<file path="src/rtl/fp_add_normalize_round.sv">
// fp_add_normalize_round
//   Normalization and rounding stage that follows the mantissa adder in the
//   single-precision add/sub datapath. It takes the raw signed-magnitude sum,
//   the larger exponent and the guard/round/sticky bits, and produces a packed
//   IEEE-754 result. A multi-cycle FSM (IDLE -> NORM -> ROUND -> OUT) does one
//   left shift per cycle. Valid/ready handshakes on both sides decouple the
//   adder from this data-dependent latency.
//
//   Ports
//     clk_in, rst_in     clock, synchronous active-high reset
//     valid_in/ready_out upstream handshake (ready only in IDLE)
//     sign_in            result sign
//     exponent_in        larger operand exponent
//     mantissa_in        raw sum, bit 24 = carry, bit 23 = hidden
//     grs_in             {guard, round, sticky}
//     valid_out/ready_in downstream handshake
//     floating_out       {sign, exponent, fraction}
//     overflow_out       result became infinity
//     underflow_out      result is denormal or flushed to zero
//
//   Build option
//     FP_ADD_NORM_DENORM_EN  defined: produce denormals when the exponent runs
//                            out during normalization; undefined: flush to zero.
module fp_add_normalize_round #(
  parameter int DATA_WIDTH = 32,
  parameter int MENT_WIDTH = 23,
  parameter int EXPO_WIDTH = 8
) (
  input  logic                  clk_in,
  input  logic                  rst_in,
  input  logic                  valid_in,
  output logic                  ready_out,
  input  logic                  sign_in,
  input  logic [EXPO_WIDTH-1:0] exponent_in,
  input  logic [MENT_WIDTH+1:0] mantissa_in,
  input  logic [2:0]            grs_in,
  output logic                  valid_out,
  input  logic                  ready_in,
  output logic [DATA_WIDTH-1:0] floating_out,
  output logic                  overflow_out,
  output logic                  underflow_out
);

  localparam int MW = MENT_WIDTH + 2;   // carry + hidden + fraction
  localparam int EW = EXPO_WIDTH + 1;   // one spare bit to catch exponent overflow
  localparam logic [EW-1:0] EXP_INF = {1'b0, {EXPO_WIDTH{1'b1}}};
  localparam logic [EW-1:0] EXP_ONE = EW'(1);

  typedef enum logic [1:0] {IDLE, NORM, ROUND, OUT} state_t;

  state_t                state_q, state_d;
  logic                  sign_q, sign_d;
  logic [EW-1:0]         exp_q, exp_d;
  logic [MW-1:0]         mant_q, mant_d;
  logic                  g_q, r_q, s_q, g_d, r_d, s_d;
  logic [DATA_WIDTH-1:0] res_q, res_d;
  logic                  ovf_q, ovf_d, unf_q, unf_d;
  logic                  vld_q, vld_d;

  logic [EW-1:0]         exp_inc;
  logic [MENT_WIDTH+1:0] rnd_sum;
  logic [EW-1:0]         rnd_exp;
  logic [MENT_WIDTH-1:0] rnd_frac;
  logic                  rnd_hidden;

  // Round-to-nearest-even increment decision.
  function automatic logic rne_up(input logic lsb, input logic g, input logic r,
                                  input logic s);
    return g & (r | s | lsb);
  endfunction

  function automatic logic [DATA_WIDTH-1:0] pack(input logic s,
                                                 input logic [EXPO_WIDTH-1:0] e,
                                                 input logic [MENT_WIDTH-1:0] f);
    return {s, e, f};
  endfunction

  // Saturated infinity with the given sign.
  function automatic logic [DATA_WIDTH-1:0] pack_inf(input logic s);
    return {s, {EXPO_WIDTH{1'b1}}, {MENT_WIDTH{1'b0}}};
  endfunction

  assign ready_out     = (state_q == IDLE);
  assign valid_out     = vld_q;
  assign floating_out  = res_q;
  assign overflow_out  = ovf_q;
  assign underflow_out = unf_q;

  assign exp_inc = exp_q + EXP_ONE;

  // Rounding datapath, only consumed in ROUND.
  always_comb begin
    rnd_sum = {1'b0, mant_q[MENT_WIDTH:0]}
            + {{(MENT_WIDTH+1){1'b0}}, rne_up(mant_q[0], g_q, r_q, s_q)};
    if (rnd_sum[MENT_WIDTH+1]) begin
      // 1.111..1 rounded up to 10.000..0: renormalize by bumping the exponent.
      rnd_frac   = '0;
      rnd_hidden = 1'b1;
      rnd_exp    = exp_inc;
    end else begin
      rnd_frac   = rnd_sum[MENT_WIDTH-1:0];
      rnd_hidden = rnd_sum[MENT_WIDTH];
      rnd_exp    = exp_q;
    end
  end

  always_comb begin
    state_d = state_q;
    sign_d  = sign_q;
    exp_d   = exp_q;
    mant_d  = mant_q;
    g_d     = g_q;
    r_d     = r_q;
    s_d     = s_q;
    res_d   = res_q;
    ovf_d   = ovf_q;
    unf_d   = unf_q;
    vld_d   = vld_q;
    unique case (state_q)
      IDLE: begin
        if (valid_in) begin
          sign_d = sign_in;
          exp_d  = {1'b0, exponent_in};
          mant_d = mantissa_in;
          {g_d, r_d, s_d} = grs_in;
          if (exponent_in == {EXPO_WIDTH{1'b1}}) begin
            // Inf/NaN operands bypass normalization with payload intact.
            res_d   = pack(sign_in, {EXPO_WIDTH{1'b1}}, mantissa_in[MENT_WIDTH-1:0]);
            ovf_d   = 1'b0;
            unf_d   = 1'b0;
            state_d = OUT;
          end else begin
            state_d = NORM;
          end
        end
      end
      NORM: begin
        if (mant_q[MW-1]) begin
          mant_d = {1'b0, mant_q[MW-1:1]};
          g_d    = mant_q[0];
          r_d    = g_q;
          s_d    = r_q | s_q;
          exp_d  = exp_inc;
          if (exp_inc >= EXP_INF) begin
            res_d   = pack_inf(sign_q);
            ovf_d   = 1'b1;
            unf_d   = 1'b0;
            state_d = OUT;
          end else begin
            state_d = ROUND;
          end
        end else if ((mant_q == '0) && !(g_q | r_q | s_q)) begin
          // Exact cancellation always yields +0.
          res_d   = '0;
          ovf_d   = 1'b0;
          unf_d   = 1'b0;
          state_d = OUT;
        end else if (mant_q[MENT_WIDTH]) begin
          state_d = ROUND;
        end else if (exp_q > EXP_ONE) begin
          mant_d = {1'b0, mant_q[MENT_WIDTH-1:0], g_q};
          g_d    = r_q;
          r_d    = 1'b0;
          exp_d  = exp_q - EXP_ONE;
        end else begin
`ifdef FP_ADD_NORM_DENORM_EN
          state_d = ROUND;
`else
          res_d   = pack(sign_q, {EXPO_WIDTH{1'b0}}, {MENT_WIDTH{1'b0}});
          ovf_d   = 1'b0;
          unf_d   = 1'b1;
          state_d = OUT;
`endif
        end
      end
      ROUND: begin
        if (rnd_exp >= EXP_INF) begin
          res_d = pack_inf(sign_q);
          ovf_d = 1'b1;
          unf_d = 1'b0;
        end else begin
          // Without the hidden bit the value is denormal: exponent field 0.
          // A denormal that rounds into the hidden bit keeps exp 1.
          res_d = pack(sign_q,
                       rnd_hidden ? rnd_exp[EXPO_WIDTH-1:0] : {EXPO_WIDTH{1'b0}},
                       rnd_frac);
          ovf_d = 1'b0;
          unf_d = !rnd_hidden;
        end
        state_d = OUT;
      end
      OUT: begin
        // valid_out rises one cycle after entering OUT; leave only once the
        // result has actually been presented and taken.
        if (vld_q && ready_in) begin
          vld_d   = 1'b0;
          state_d = IDLE;
        end else begin
          vld_d = 1'b1;
        end
      end
      default: state_d = IDLE;
    endcase
  end

  // Control and visible outputs
  always_ff @(posedge clk_in) begin
    if (rst_in) begin
      state_q <= IDLE;
      vld_q   <= 1'b0;
      res_q   <= '0;
      ovf_q   <= 1'b0;
      unf_q   <= 1'b0;
    end else begin
      state_q <= state_d;
      vld_q   <= vld_d;
      res_q   <= res_d;
      ovf_q   <= ovf_d;
      unf_q   <= unf_d;
    end
  end

  // Working datapath registers
  always_ff @(posedge clk_in) begin
    sign_q <= sign_d;
    exp_q  <= exp_d;
    mant_q <= mant_d;
    g_q    <= g_d;
    r_q    <= r_d;
    s_q    <= s_d;
  end

endmodule

</file>
<file path="config.mk">
export PLATFORM = sky130hd
export DESIGN_NAME = fp_add_normalize_round
export DESIGN_NICKNAME = d
export VERILOG_FILES = /design/src/rtl/fp_add_normalize_round.sv
export SDC_FILE = /design/constraint.sdc
export NUM_CORES = 1
export LEC_CHECK = 0
export BUFFER_PORTS_ARGS = -buffer_cell sky130_fd_sc_hd__buf_4
export CAP_MARGIN = 30
export CORE_UTILIZATION = 40
export CTS_CLUSTER_DIAMETER = 30
export DETAILED_ROUTE_END_ITERATION = 10
export SLEW_MARGIN = 20
export SYNTH_ARGS = -nofsm -noshare
export SYNTH_HDL_FRONTEND = slang
export SYNTH_SLANG_ARGS = --single-unit
</file>
<file path="constraint.sdc">
create_clock -name clk_in -period 2.84 [get_ports clk_in]
set_clock_uncertainty 0.05 [all_clocks]
set_input_delay 0.568 -clock clk_in [delete_from_list [all_inputs] [get_ports clk_in]]
set_output_delay 0.568 -clock clk_in [all_outputs]
set_load 0.02 [all_outputs]
</file>
==> flow_metrics.env <==
export IMPL_fin_crit_sh_pct=98.1
export IMPL_fin_ws_ns=0.0526
export IMPL_muxShareOfSynthArea_pct=7.98
export IMPL_synth_seq_cells=75
export IMPL_synth_distinct_cells=51
export IMPL_hold_path_class="in -> reg"
export IMPL_io_buffers=76
export IMPL_finalSetupViolations=0
export IMPL_via_per_inst=5.54
export IMPL_instances_no_fill=766
export IMPL_critPathLaunchType="flop"
export IMPL_fp_dieArea_sq_mm=0.0124
export IMPL_fin_crit_ns=2.79
export IMPL_gp_congestion=0.865
export IMPL_synth_main_ff_cell="edfxtp_1"
export IMPL_critPathRequiredTime_ns=3.00
export IMPL_initial_utilization_pct=41.5
export IMPL_grt_pass1_vias=4023
export IMPL_netlist_area_sq_mm=0.00480
export IMPL_pwr_density_cell_mw_per_mm2=1260
export IMPL_crit_arrival_ns=2.95
export IMPL_layout_common_cells="buf_4 (111), nor2_1 (58), edfxtp_1 (38)"
export IMPL_drive_above_1_share_pct=25.8
export IMPL_maxCapViolCount=0
export IMPL_clock_sinks=75
export IMPL_syn_nets=583
export IMPL_die_width_microns=112
export IMPL_drv_slew=0
export IMPL_ios=77
export IMPL_synth_warning_count=0
export IMPL_dp_cells=747
export IMPL_rsz0062_at_grt="yes"
export IMPL_area_growth_pct=27.3
export IMPL_timing_hold_violations_final=0
export IMPL_max_vdd_ir_drop_mv=0.534
export IMPL_drtPass1Iterations=8
export IMPL_holdWs_ns=0.382
export IMPL_placed_area_sq_mm=0.00569
export IMPL_wl_per_cell_microns=16.9
export IMPL_avgSynthCellArea_sq_um=9.02
export IMPL_cts_tree="done"
export IMPL_numCtsBuffers=9
export IMPL_p_leak_nw=2.33
export IMPL_final_common_cell="buf_4"
export IMPL_crit_fanout=12
export IMPL_die_h_microns=112
export IMPL_hpwl_microns=9100
export IMPL_worst_pin_slew_ns=0.462
export IMPL_vias=4243
export IMPL_worst_setup_path_end_kind="flop"
export IMPL_grt_overflow_total=0
export IMPL_cts_htree_levels=3
export IMPL_ctsLongestPathBuffers=2
export IMPL_drtAntennaViolNets=0
export IMPL_grt_max_degree=41
export IMPL_synth_edf_count=38
export IMPL_maxSlewHeadroom_pct=68.9
export IMPL_drc=7
export IMPL_num_rows=39
export IMPL_grt_antenna_before_repair=0
export IMPL_postSynthCellCount=532
export IMPL_root_buffer="clkbuf_16"
export IMPL_grt_total_usage_pct=20.7
export IMPL_synth_xor_area_share_pct=6.57
export IMPL_tns_ns=0
export IMPL_grt_first_pass_wirelength_microns=20600
export IMPL_outcome="complete, but fails checks"
export IMPL_ys_async_sr_fraction_pct=0
export IMPL_clk_pin_slew_ns=0.06
export IMPL_synth_adder_area_share_pct=2.61
export IMPL_ys_seq_area_share_pct=39.2
export IMPL_fin_nets=669
export IMPL_drt_iter0_drc=353
export IMPL_fin_area_sq_mm=0.00611
export IMPL_postCtsHoldBufs=0
export IMPL_crit_type="reg -> reg"
export IMPL_worstSkewPairLatency_ns=0.34
export IMPL_synth_compound_area_share_pct=17.6
export IMPL_design_core_area_sq_mm=0.0116
export IMPL_max_clock_freq_mhz=359
export IMPL_violations="design-rule violations"
export IMPL_n_antenna_cell=0
export IMPL_yosys_area_share_simple_pct=20.4
export IMPL_synth_top_family_by_area="simple AND/OR/NAND/NOR gates"
export IMPL_pre_cts_ws_ns=0.0254
export IMPL_routed_wl_microns=13000
cells in the mapped netlist (all sizes together) (3+ instances only):
cell,count,area share [%]
a211oi,12,2.1
a21oi,32,3.3
a22oi,23,3.6
and2,7,0.91
and3,6,0.78
and4,6,1.1
buf,14,2.2
clkbuf,30,2.3
dfxtp,37,15
edfxtp,38,24
ha,10,2.6
inv,14,1.1
mux2,10,2.3
mux2i,27,5.6
nand2,35,2.7
nand2b,4,0.52
nand3,16,1.7
nand4,10,1.3
nor2,58,4.5
nor2b,28,3.7
nor3,5,0.52
nor4,13,2.1
o2111ai,3,0.55
o211ai,3,0.47
o21a,5,0.78
o21ai,12,1.3
o22ai,23,3.0
xnor2,20,3.6
xor2,16,2.9
routing by layer:
metal | vias to the layer above | global-route usage (%) | part of all wire, %
met3 | 9 | 3.65 | 4.4
met2 | 113 | 30.9 | 45
met1 | 2005 | 30.0 | 49
met4 | 0 | 6.67 | 1.3
met5 | - | 0 | 0
li1 | 2116 | - | -
registers in the layout, summed over array words and instances (netlist names):
name,flops
valid_out,1
mant_q,25
r_q,1
floating_out,32
g_q,1
sign_q,1
underflow_out,1
s_q,1
state_q,2
overflow_out,1
exp_q,9
critical path, cell delays in order, from the launching register on:
cell and delay (ns):
edfxtp_1 0.37, inv_2 0.07, ha_4 0.26, nor2b_4 0.15, o2111ai_1 0.12, and3_1 0.21
o41a_1 0.38, a2111oi_4 0.36, buf_2 0.24, clkbuf_16 0.19, mux2i_1 0.18, o22ai_1 0.08
kinds of logic after synthesis:
group	count (synthesis)
simple gates	192
mux	37
compound gates	124
xor+xnor	36
flops	75
buf+inv	58
fa+ha+maj	10
where the power goes:
| part | internal (mW) | switching [mW] | total [mW] | leakage (nW) |
|---|---|---|---|---|
| sequential | 1.79 | 0.467 | 2.26 | 0.665 |
| combinational | 1.87 | 2.34 | 4.22 | 1.51 |
| clock | 0.774 | 0.474 | 1.25 | 0.154 |
| total | 4.44 | 3.28 | 7.72 | 2.33 |
worst paths after layout:
kind         depth (start not counted)                      endpoint  slack [ns]                 startpoint
min                                  1              sign_q$_DFFE_PP_        0.38                    sign_in
max                                 11  floating_out[7]$_SDFFE_PP0P_        0.05         exp_q[0]$_DFFE_PP_
max reg2reg                         11  floating_out[7]$_SDFFE_PP0P_        0.05         exp_q[0]$_DFFE_PP_
min reg2reg                          2     overflow_out$_SDFFE_PP0P_        0.41  overflow_out$_SDFFE_PP0P_
metrics by stage:
stage	total power, mW	util, %
after floorplan	5.00	-
after global placement	6.19	49.2
after detailed placement	6.25	49.2
after CTS	7.53	52.0
after global routing	8.24	52.8
final	7.72	52.8
final cells by class:
type	instances	area, sq um
clock inverters	7	97.6
repair buffers	119	971
well taps	143	179
inverters	14	52.6
flip-flops and latches	75	1880
multi-input cells	399	2700
clock buffers	9	225
fillers	1093	5450
repair_timing:
action | 4_1_cts | 5_1_grt
buffers inserted | 0 | 0
setup endpoints to repair | 0 | 32
gates resized for setup | 0 | 12
No activity file was read; power rests on OpenSTA's default activity.
